[src/rtl/inst_queue.sv]
// rtl/inst_queue.sv - instruction queue between fetch and decode
// Circular buffer of {pc, inst}; compacting multi-lane push, all-or-nothing in-order pop.
module inst_queue #(
  parameter int DEPTH       = 8,
  parameter int FETCH_WIDTH = 2,
  parameter int N_ISSUE     = 1,
  parameter int ADDR_WIDTH  = 32,
  parameter int DATA_WIDTH  = 32
) (
  input  logic                                   clk,
  input  logic                                   rst_n,
  input  logic                                   flush,
  input  logic                                   stall,
  input  logic [FETCH_WIDTH-1:0]                 fetch_valid,
  input  logic [FETCH_WIDTH-1:0][ADDR_WIDTH-1:0] fetch_pc,
  input  logic [FETCH_WIDTH-1:0][DATA_WIDTH-1:0] fetch_inst,
  output logic                                   fetch_ready,
  output logic [N_ISSUE-1:0]                     out_valid,
  output logic [N_ISSUE-1:0][ADDR_WIDTH-1:0]     out_pc,
  output logic [N_ISSUE-1:0][DATA_WIDTH-1:0]     out_inst,
  output logic [$clog2(DEPTH+1)-1:0]             count
);

  localparam int PTR_W = $clog2(DEPTH);
  localparam int CNT_W = $clog2(DEPTH+1);
  localparam logic [CNT_W-1:0] READY_MAX = CNT_W'(DEPTH - FETCH_WIDTH);
  localparam logic [PTR_W-1:0] PTR_ONE   = PTR_W'(1);
  localparam logic [CNT_W-1:0] CNT_ONE   = CNT_W'(1);

  logic [PTR_W-1:0] head_q, head_d;
  logic [PTR_W-1:0] tail_q, tail_d;
  logic [CNT_W-1:0] count_q, count_d;
  logic [CNT_W-1:0] n_push, n_pop;
  logic [PTR_W-1:0] wr_ptr;
  logic             push_en, pop_en;

  logic [ADDR_WIDTH-1:0] pc_mem_q   [DEPTH];
  logic [ADDR_WIDTH-1:0] pc_mem_d   [DEPTH];
  logic [DATA_WIDTH-1:0] inst_mem_q [DEPTH];
  logic [DATA_WIDTH-1:0] inst_mem_d [DEPTH];

  // Readiness looks only at registered occupancy so fetch never waits on decode timing.
  assign fetch_ready = (count_q <= READY_MAX);
  assign count       = count_q;
  assign push_en     = fetch_ready & (|fetch_valid) & ~flush;
  assign pop_en      = ~stall & ~flush;

  always_comb begin
    out_valid = '0;
    out_pc    = '0;
    out_inst  = '0;
    for (int i = 0; i < N_ISSUE; i++) begin
      out_valid[i] = (count_q > CNT_W'(i));
      out_pc[i]    = pc_mem_q[head_q + PTR_W'(i)];
      out_inst[i]  = inst_mem_q[head_q + PTR_W'(i)];
    end
  end

  always_comb begin
    n_pop = '0;
    if (pop_en) begin
      for (int i = 0; i < N_ISSUE; i++) begin
        n_pop = n_pop + CNT_W'(out_valid[i]);
      end
    end
  end

  // Valid lanes land in consecutive slots from tail; mask holes consume no slot.
  always_comb begin
    pc_mem_d   = pc_mem_q;
    inst_mem_d = inst_mem_q;
    wr_ptr     = tail_q;
    n_push     = '0;
    if (push_en) begin
      for (int l = 0; l < FETCH_WIDTH; l++) begin
        if (fetch_valid[l]) begin
          pc_mem_d[wr_ptr]   = fetch_pc[l];
          inst_mem_d[wr_ptr] = fetch_inst[l];
          wr_ptr             = wr_ptr + PTR_ONE;
          n_push             = n_push + CNT_ONE;
        end
      end
    end
  end

  always_comb begin
    head_d  = head_q;
    tail_d  = tail_q;
    count_d = count_q;
    if (flush) begin
      head_d  = '0;
      tail_d  = '0;
      count_d = '0;
    end else begin
      head_d  = head_q + PTR_W'(n_pop);
      tail_d  = wr_ptr;
      count_d = count_q + n_push - n_pop;
    end
  end

  always_ff @(posedge clk or negedge rst_n) begin
    if (!rst_n) begin
      head_q  <= '0;
      tail_q  <= '0;
      count_q <= '0;
    end else begin
      head_q  <= head_d;
      tail_q  <= tail_d;
      count_q <= count_d;
    end
  end

  always_ff @(posedge clk) begin
    pc_mem_q   <= pc_mem_d;
    inst_mem_q <= inst_mem_d;
  end

  a_count_bound: assert property (@(posedge clk) disable iff (!rst_n) count_q <= CNT_W'(DEPTH));
  a_pop_bound:   assert property (@(posedge clk) disable iff (!rst_n) n_pop <= count_q);

endmodule

[config.mk]
export PLATFORM = sky130hd
export DESIGN_NAME = inst_queue
export DESIGN_NICKNAME = d
export VERILOG_FILES = /design/src/rtl/inst_queue.sv
export SDC_FILE = /design/constraint.sdc
export NUM_CORES = 1
export LEC_CHECK = 0
export CORE_MARGIN = 2
export CORE_UTILIZATION = 61
export DETAILED_ROUTE_END_ITERATION = 7
export PLACE_DENSITY = 0.83
export SLEW_MARGIN = 20
export SYNTH_ARGS = -nofsm -noshare
export SYNTH_HDL_FRONTEND = slang
export SYNTH_SLANG_ARGS = --single-unit
[constraint.sdc]
create_clock -name clk -period 27.2 [get_ports clk]
set_input_delay 8.16 -clock clk [delete_from_list [all_inputs] [get_ports clk]]
set_output_delay 8.16 -clock clk [all_outputs]
set_load 0.01 [all_outputs]
==> impl_metrics.json <==
{
  "grt_usage": 0.287,
  "cp-start-kind": "register",
  "clk_latency_ns": 0.61,
  "layout-drive-gt1-share": 0.591,
  "synth_nets": 2119,
  "drt-met1-wl_mm": 34.2,
  "num_vias": 18800,
  "seqCellArea_um2": 15600,
  "via_per_inst": 6.58,
  "crit_top_cell": "buf_4",
  "ys_top_cells_by_area": "edfxtp_1 (48%), mux2_2 (36%), mux4_2 (8.9%)",
  "syn_area_um2": 32300,
  "ir_worst_vdd_uv": 61.6,
  "dp_hpwl_mm": 41.9,
  "met2_length_mm": 38.0,
  "p_int_w": 0.00205,
  "power_switching_w": 0.000779,
  "async_reset_ff_frac": 0.0192,
  "wl_per_cell_um": 27.7,
  "clockBufferDepth": 3,
  "worstSetupPathType": "reg2out",
  "yosys.area.top_type_share": 0.476,
  "worstPathMaxFanout": 60,
  "whs_ns": 0.686,
  "post-route-period-util": 0.462,
  "htree_levels": 2,
  "worstPathRequired_ns": 19.04,
  "fp.dieH_um": 234,
  "leakagePower_nw": 11.8,
  "finalSetupTns_ns": 0,
  "clkPwrFrac": 0.257,
  "seq_area_frac_synth": 0.484,
  "cts_root_buf": "clkbuf_16",
  "drtIter0Drc": 1620,
  "grt_pass1_vias": 18800,
  "antenna_found_initial": 10,
  "wirelength_mm": 79.1,
  "fp-row-count": 84,
  "cts_post_setup_buffers_inserted": 0,
  "tightestPinTransition_ns": 1.13,
  "yosysMostFrequentCell": "mux2_2",
  "rsz0062_at_grt": "no",
  "cts-buffers-inserted": 57,
  "top_layer": "met5",
  "grt_max_degree": 182,
  "p_comb_frac": 0.320,
  "fin_util": 0.694,
  "ys_ff_latch": 522,
  "area_growth_pct": 12.8,
  "post-route-min-period_ns": 12.57,
  "drcViolationCount": 0,
  "cts_hold_buf": 0,
  "synth_cells": 1971,
  "maxCapViolations": 0,
  "cts-resized-gates": 0,
  "synthTopCellsByCount": "mux2_2 (1031), edfxtp_1 (512), mux4_2 (128), buf_2 (58), mux2_1 (57)",
  "synth.distinct_cells": 40,
  "grt_first_pass_wirelength_mm": 117,
  "cp_slowest_cell": "buf_4",
  "nets": 2272,
  "die_area_um2": 54800,
  "multi_input_comb_area_um2": 15800,
  "wl_met3_mm": 5.76,
  "globalplace.congestion": 0.799,
  "place_area_um2": 34700,
  "seqPwrFrac": 0.423,
  "hold_viol": 0,
  "ios": 204,
  "cp.arrival_ns": 4.41,
  "portBuffers": 203,
  "crit_chain": "buf_4, buf_4, mux4_2, mux2_2, clkdlybuf4s50_1",
  "cts_tree": "done",
  "fillCellCount": 3450,
  "fin_area_um2": 36400,
  "core_um2": 52400,
  "dr.pass1.iters": 5,
  "synth_warnings": 0,
  "clk_pin_slew_ns": 0.06,
  "switching_share": 0.275,
  "fmax_mhz": 79.6,
  "fin_worst_skew_ns": 0.0128,
  "grt_overflow": 0,
  "endpoint_kind": "output pin",
  "status": "complete, no violations",
  "setup_viol": 0,
  "hold_class": "reg2reg",
  "synth-edff-count": 512,
  "drv_slew": 0,
  "die_width_um": 234,
  "ys.flop_type": "edfxtp_1",
  "slowest_delay_ns": 0.93,
  "start_util": 0.616,
  "power_per_cell_area_nw_per_um2": 77.7,
  "clock_sinks": 522,
  "max-slew-margin-rel": 0.246,
  "synth_area_per_cell_um2": 16.4,
  "yosysTopAreaCell": "edfxtp_1",
  "ant_nets": 0
}
[power groups by stage]
stage | sequential (W) | combinational (W) | clock, W
after floorplan | 0.00123 | 0.000661 | 0
after global placement | 0.00120 | 0.000876 | 0
after detailed placement | 0.00121 | 0.000903 | 0
after CTS | 0.00120 | 0.000908 | 0.000740
after global routing | 0.00121 | 0.000967 | 0.000769
final | 0.00120 | 0.000904 | 0.000727
[state kept, by name (all words and copies together), names as in the netlist]
| name | flops |
|---|---|
| count | 4 |
| tail_q | 3 |
| pc_mem_q | 256 |
| head_q | 3 |
| inst_mem_q | 256 |
[placed cells by master, fill, tap and decap left out, types with 2 or more instances in the layout]
| master | synthesis | layout |
|---|---|---|
| mux2_2 | 1031 | 1031 |
| buf_12 | 0 | 3 |
| nand2_1 | 8 | 8 |
| bufinv_16 | 0 | 2 |
| nand2b_1 | 2 | 2 |
| a21oi_1 | 2 | 2 |
| ha_1 | 13 | 13 |
| buf_4 | 37 | 27 |
| nor2b_1 | 5 | 5 |
| nor3b_2 | 0 | 2 |
| mux4_2 | 128 | 128 |
| dfrtp_4 | 0 | 3 |
| clkbuf_16 | 0 | 59 |
| o21ai_0 | 2 | 2 |
| edfxtp_1 | 512 | 512 |
| clkbuf_1 | 23 | 19 |
| xnor2_1 | 7 | 7 |
| clkinv_1 | 0 | 12 |
| diode_2 | 0 | 4 |
| mux2_1 | 57 | 57 |
| o22a_1 | 2 | 2 |
| inv_1 | 11 | 11 |
| nand4b_1 | 2 | 2 |
| nor2_4 | 6 | 9 |
| clkdlybuf4s50_1 | 0 | 203 |
| dfrtp_1 | 10 | 7 |
| mux2i_1 | 2 | 2 |
| nor2_1 | 9 | 8 |
| clkinv_2 | 0 | 6 |
| nor3_4 | 0 | 2 |
| or3_1 | 2 | 2 |
| buf_6 | 13 | 2 |
[final cells by class]
| class | instances | area share |
|---|---|---|
| antenna | 4 | 0.000275 |
| clock inverter | 22 | 0.00419 |
| tap | 688 | 0.0236 |
| inverter | 11 | 0.00113 |
| clock buffer | 78 | 0.0425 |
| multi-input combinational | 1297 | 0.435 |
| sequential | 522 | 0.430 |
| timing repair buffer | 235 | 0.0637 |
[through the flow]
step                      power [W]  std cells  worst slack, ns
after floorplan             0.00190       1971             3.06
after CTS                   0.00284       2852            14.61
after global routing        0.00295       2854            14.51
after detailed placement    0.00212       2752            14.93
final                       0.00283       2857            14.63
after global placement      0.00207       2752            15.02
[path summary, 6_finish.rpt]
check	depth (start not counted)	end	start	slack, ns
worst max-delay path	5	out_inst[31]	head_q[1]	14.63
worst min-delay path	2	inst_mem_q[117]	inst_mem_q[117]	0.69
worst max register to register	6	pc_mem_q[64]	tail_q[1]	23.20
worst min register to register	2	inst_mem_q[117]	inst_mem_q[117]	0.69
max in group asynchronous	1	head_q[0]	rst_n	18.86
min in group asynchronous	1	tail_q[0]	rst_n	7.92
[critical path: cells and delay by family (launching register included)]
family / cells / cell delay, ns
DFF: 1 / 0.65
muxes: 2 / 0.92
buffers and inverters: 3 / 2.18
[kinds of logic (layout without fill, tap and decap cells)]
group / count (synthesis) / after routing / synth area share
muxes: 1218 / 1218 / 0.469
DFF: 522 / 522 / 0.484
buffers and inverters: 152 / 346 / 0.0272
and+or+nand+nor: 46 / 46 / 0.00926
adders and majority gates: 14 / 14 / 0.00566
AOI/OAI and AO/OA: 11 / 11 / 0.00229
xor gates and xnor gates: 8 / 8 / 0.00217
other: 0 / 4 / 0
[routing by layer]
layer | up-vias | GRT usage
li1 | 8253 | -
met1 | 9815 | 0.413
met2 | 631 | 0.462
met3 | 94 | 0.0488
met4 | 14 | 0.0591
met5 | - | 0
No activity file was read; power rests on OpenSTA's default activity.
